**config.mk**
```make
export PLATFORM = sky130hd
export DESIGN_NAME = hazard_ctrl
export DESIGN_NICKNAME = d
export VERILOG_FILES = /design/src/rtl/hazard_ctrl.sv
export SDC_FILE = /design/constraint.sdc
export NUM_CORES = 1
export LEC_CHECK = 0
export CORE_ASPECT_RATIO = 0.6
export CORE_UTILIZATION = 33
export CTS_CLUSTER_DIAMETER = 50
export DETAILED_ROUTE_END_ITERATION = 8
export HOLD_SLACK_MARGIN = 0.05
export PLACE_DENSITY = 0.79
export RECOVER_POWER = 50
export SLEW_MARGIN = 25
export SYNTH_ARGS = -nofsm -noshare
export SYNTH_HDL_FRONTEND = slang
export SYNTH_SLANG_ARGS = --single-unit
```
**constraint.sdc**
```tcl
create_clock -name clk_i -period 2.2 [get_ports clk_i]
set_input_delay 0.66 -clock clk_i [delete_from_list [all_inputs] [get_ports clk_i]]
set_output_delay 0.66 -clock clk_i [all_outputs]
set_load 0.05 [all_outputs]
```
**src/rtl/hazard_ctrl.sv**
```systemverilog
// Pipeline hazard controller for the 5-stage RV32I core: load-use stalls, redirect flushes,
// data-memory freeze with timeout, and EX operand forwarding. Optional: HAZARD_PERF_CNT_EN.
module hazard_ctrl #(
  parameter int unsigned REG_AW      = 5,
  parameter int unsigned MEM_TIMEOUT = 15
) (
  input  logic              clk_i,
  input  logic              rst_ni,
  // ID stage
  input  logic [REG_AW-1:0] rs1_id_i,
  input  logic [REG_AW-1:0] rs2_id_i,
  input  logic              use_rs1_id_i,
  input  logic              use_rs2_id_i,
  // EX stage
  input  logic [REG_AW-1:0] rs1_ex_i,
  input  logic [REG_AW-1:0] rs2_ex_i,
  input  logic [REG_AW-1:0] rd_ex_i,
  input  logic              ex_is_load_i,
  input  logic              ex_reg_write_i,
  // MEM / WB stages
  input  logic [REG_AW-1:0] rd_mem_i,
  input  logic              mem_reg_write_i,
  input  logic [REG_AW-1:0] rd_wb_i,
  input  logic              wb_reg_write_i,
  // Redirect and data memory
  input  logic              redirect_ex_i,
  input  logic              dmem_req_i,
  input  logic              dmem_ready_i,
  // Pipeline control
  output logic              hold_pc_o,
  output logic              hold_ifid_o,
  output logic              bubble_idex_o,
  output logic              flush_ifid_o,
  output logic              flush_idex_o,
  output logic              freeze_o,
  output logic [1:0]        fwd_a_o,
  output logic [1:0]        fwd_b_o,
  output logic              mem_err_o
`ifdef HAZARD_PERF_CNT_EN
  ,
  output logic [31:0]       stall_cnt_o,
  output logic [31:0]       flush_cnt_o
`endif
);

  localparam int unsigned CntW        = 8;
  localparam logic [CntW-1:0] TimeoutLast = CntW'(MEM_TIMEOUT - 1);

  localparam logic [1:0] FwdRf  = 2'b00;
  localparam logic [1:0] FwdMem = 2'b01;
  localparam logic [1:0] FwdWb  = 2'b10;

  typedef enum logic [0:0] {StRun, StMemWait} state_e;

  state_e          state_q, state_d;
  logic [CntW-1:0] wait_cnt_q, wait_cnt_d;
  logic            mem_err_q, mem_err_d;

  logic            freeze;
  logic            redirect;
  logic            load_use_hit;
  logic            load_use;
  logic [1:0]      fwd_a;
  logic [1:0]      fwd_b;

  // Hazard detection, ungated by reset
  always_comb begin
    freeze       = dmem_req_i & ~dmem_ready_i;
    redirect     = redirect_ex_i & ~freeze;
    load_use_hit = ex_is_load_i & ex_reg_write_i & (rd_ex_i != '0) &
                   ((use_rs1_id_i & (rs1_id_i == rd_ex_i)) |
                    (use_rs2_id_i & (rs2_id_i == rd_ex_i)));
    // Redirect squashes the dependent instruction, so its stall is moot
    load_use     = load_use_hit & ~freeze & ~redirect_ex_i;
  end

  always_comb begin
    fwd_a = FwdRf;
    if (mem_reg_write_i && (rd_mem_i != '0) && (rd_mem_i == rs1_ex_i)) begin
      fwd_a = FwdMem;
    end else if (wb_reg_write_i && (rd_wb_i != '0) && (rd_wb_i == rs1_ex_i)) begin
      fwd_a = FwdWb;
    end

    fwd_b = FwdRf;
    if (mem_reg_write_i && (rd_mem_i != '0) && (rd_mem_i == rs2_ex_i)) begin
      fwd_b = FwdMem;
    end else if (wb_reg_write_i && (rd_wb_i != '0) && (rd_wb_i == rs2_ex_i)) begin
      fwd_b = FwdWb;
    end
  end

  // Memory wait FSM with timeout watchdog
  always_comb begin
    state_d    = state_q;
    wait_cnt_d = '0;
    mem_err_d  = mem_err_q;
    unique case (state_q)
      StRun: begin
        if (dmem_req_i && !dmem_ready_i) begin
          state_d = StMemWait;
        end
      end
      StMemWait: begin
        if (dmem_ready_i) begin
          state_d = StRun;
        end else if (wait_cnt_q == TimeoutLast) begin
          state_d   = StRun;
          mem_err_d = 1'b1;
        end else begin
          wait_cnt_d = wait_cnt_q + 1'b1;
        end
      end
      default: state_d = StRun;
    endcase
  end

  always_ff @(posedge clk_i or negedge rst_ni) begin
    if (!rst_ni) begin
      state_q    <= StRun;
      wait_cnt_q <= '0;
      mem_err_q  <= 1'b0;
    end else begin
      state_q    <= state_d;
      wait_cnt_q <= wait_cnt_d;
      mem_err_q  <= mem_err_d;
    end
  end

  // Controls are forced low while reset is asserted
  always_comb begin
    hold_pc_o     = rst_ni & load_use;
    hold_ifid_o   = rst_ni & load_use;
    bubble_idex_o = rst_ni & load_use;
    flush_ifid_o  = rst_ni & redirect;
    flush_idex_o  = rst_ni & redirect;
    freeze_o      = rst_ni & freeze;
    fwd_a_o       = rst_ni ? fwd_a : FwdRf;
    fwd_b_o       = rst_ni ? fwd_b : FwdRf;
    mem_err_o     = mem_err_q;
  end

`ifdef HAZARD_PERF_CNT_EN
  logic [31:0] stall_cnt_q, stall_cnt_d;
  logic [31:0] flush_cnt_q, flush_cnt_d;

  always_comb begin
    stall_cnt_d = stall_cnt_q;
    flush_cnt_d = flush_cnt_q;
    if (freeze || load_use) begin
      stall_cnt_d = stall_cnt_q + 32'd1;
    end
    if (redirect) begin
      flush_cnt_d = flush_cnt_q + 32'd1;
    end
  end

  always_ff @(posedge clk_i or negedge rst_ni) begin
    if (!rst_ni) begin
      stall_cnt_q <= '0;
      flush_cnt_q <= '0;
    end else begin
      stall_cnt_q <= stall_cnt_d;
      flush_cnt_q <= flush_cnt_d;
    end
  end

  assign stall_cnt_o = stall_cnt_q;
  assign flush_cnt_o = flush_cnt_q;
`endif

endmodule

```
==> run metrics <==
post-synthesis area per instance 8.857 um2; Sinks on Clock Net 10; Synth Area in Adders 2.770%; antenna violations before repair 0; 1st-pass router iterations 4; I/O pins 57; post-synthesis xor/xnor area fraction 34.90%; hold depth 1; status finished with violations; top achievable clock speed 0.3663 GHz; worst flop-to-flop path startpoint wait_cnt_q[5]; unrepaired setup endpoints after global routing yes; top-area cell type share of the netlist area 27.70%; largest cells by area after synthesis dfrtp_1 28%, xor2_1 26%, xnor2_1 8.7%; via count 1091; Crit-path slowest cell or4_4; diode count 0; worst-path fanout max 2; setup slack, reg-to-reg 0.70 ns; # setup viols final 10; GP Congestion 0.8168; Total GRT Usage 25.56%; Min-Delay Endpoint state_q; Area Growth Syn to Fin 119.7%; Least-Margin Pin Slew 0.5096 ns; Slew HR 65.92%; crit end category primary output; mux cell area share after synthesis 0%; IO buf count 56; vias per cell 4.959; Lkg Pwr 0.8954 nW; final worst-path setup slack -0.5298 ns; Final Hold Fails 0; Die H 42.53 um; total placed cells including tap cells 207; final hold slack 0.4561 ns; setup TNS -4.163 ns; share of layout cells above drive strength 1 48.94%; Die Wd 69.55 um; final wirelength 3564 um; startpoint types input port; max-slew violations 0; Worst EP required 1.54 ns; synth warn 0; Crit path largest cell delay 0.54 ns; nets@finish 237; Critical Path Most Common Cell buf_6; Worst Min Path Start state_q; clock root cell clkbuf_8; Mapped Nets 150; final period utilization 124.1%; Min-Delay Path Class flip-flop to flip-flop; die area 0.002957 mm2; Post-Syn Area 903.4 um2; placed inst area 0.001829 mm2; reg2reg path depth 4; CTS buffer count 3; largest net degree at the start of global routing 10; Clock Latency Late Sink 0.24 ns; worst vdd ir 0.5734 mV; Max-cap violations 0; Core Rows 14; #FFs+latches synth 10; Seq/Total Area, Yosys 27.70%; Reg clk slew, reported paths 0.05 ns; post-synth top area cell dfrtp_1; H-tree Lvls 1; TritonCTS clock tree built; critical path class input port to primary output; Finished Cell Area 0.001984 mm2; Compound-Gate Fraction of Synth Area 4.432%; arrival time worst endpoint 2.07 ns; Place WS -0.8918 ns; final non-filler cell total 220; CTS Hold Buffers Added 0; delay-heaviest family, CP simple AND/OR/NAND/NOR gates; FF-to-FF End state_q; first-pass GRT wire length 5768 um; Yosys cell types 24; DRT antenna net count 0; post-synthesis simple-gate area fraction 26.45%; pwr dens 349.2 mW/mm2; DR iter-0 viols 32; Max Root-Sink Buffers 2; largest family of logic cells by synthesized area XOR/XNOR gates; Starting Density 35.32%; vias in the first global route 1219; hpwl dp 2596 um; failing checks negative setup slack; CP cell instances buf_6, or4_4, o21ai_4, buf_6, nor4_4, buf_4, and2_4, buf_12; Residual DRC 0; DR WL/cell 16.20 um; total gr overflow 0; Worst Path Buf+Inv 4; core area 0.002557 mm2; clk_skew 0.004575 ns; fin crit period 2.730 ns; Cells after Synth 102
## metal layers
layer	part of all wire, %	GRT usage (%)
met5	0	0
met4	3.3	10.61
met3	4.3	6.010
met2	52	46.60
met1	41	29.01
## worst max-delay path by stage
stage | from | endpoint | slack [ns] | depth (start not counted)
global placement | rd_wb_i[4] | fwd_a_o[1] | -0.80 | 6
finish | rd_mem_i[1] | fwd_a_o[0] | -0.53 | 8
detailed placement | rd_wb_i[2] | fwd_b_o[1] | -0.89 | 6
global route | rd_mem_i[1] | fwd_a_o[0] | -0.55 | 8
floorplan | rd_ex_i[2] | hold_ifid_o | -0.53 | 5
CTS | rd_mem_i[2] | fwd_a_o[1] | -0.65 | 7
## logic make-up (layout without fill, tap and decap cells)
group | count (synthesis) | in the layout
and+or+nand+nor | 43 | 43
xor gates and xnor gates | 36 | 36
DFF | 10 | 10
buffers and inverters | 6 | 92
AOI/OAI and AO/OA | 5 | 5
adders and majority gates | 2 | 2
## sequential cells by signal, summed over array words and instances, names as in the netlist
register    flops
mem_err_o       1
state_q         1
wait_cnt_q      8
## layout make-up
cell class              instances  area [um2]
repair buffers                 86       804.5
fillers                       172       573.1
well taps                      32       40.04
flip-flops and latches         10       250.2
multi-input cells              86       827.0
clock buffers                   4       55.05
inverters                       2       7.507
## Yosys cell counts
master,count
nor4_1,5
nand2b_1,1
and2_1,3
clkbuf_1,1
nor2b_1,1
nor2_1,11
xnor2_1,9
dfrtp_1,10
and3_1,2
o21ai_0,1
nand4_1,2
or4_1,4
nand3_1,7
a221oi_1,1
buf_4,3
nor4_2,2
ha_1,2
o211ai_1,1
inv_1,2
xor2_1,27
a41o_1,1
nand2_1,4
o21ai_2,1
nor3_1,1
## power breakdown
part	switching, W	internal (W)
combinational	0.000125	0.000144
sequential	0.00000288	0.000188
clock	0.0000757	0.000158
## layout by cell type (no fill, tap or decap), types with 5 or more instances in the layout
cell / netlist / final
nand3_1: 7 / 5
buf_2: 0 / 8
xnor2_2: 0 / 5
dfrtp_1: 10 / 10
buf_4: 3 / 20
nor2_1: 11 / 10
clkbuf_2: 0 / 11
buf_6: 0 / 9
buf_12: 0 / 11
dlygate4sd2_1: 0 / 10
clkdlybuf4s50_1: 0 / 8
xor2_1: 27 / 24
## per-stage QoR
step	utilization, %	total power [W]
2_1_floorplan	-	0.0002793
3_3_place_gp	71.53	0.0004335
3_5_place_dp	71.53	0.0004405
4_1_cts	77.15	0.0006803
5_1_grt	77.59	0.0007283
6_report	77.59	0.0006930
## repair_timing
action | in CTS | in global routing
setup buffers | 8 | 1
pin swaps | 26 | 16
setup endpoints to repair | 10 | 9
gates resized for setup | 100 | 37
Note: power is estimated with default switching activity, not from simulation.
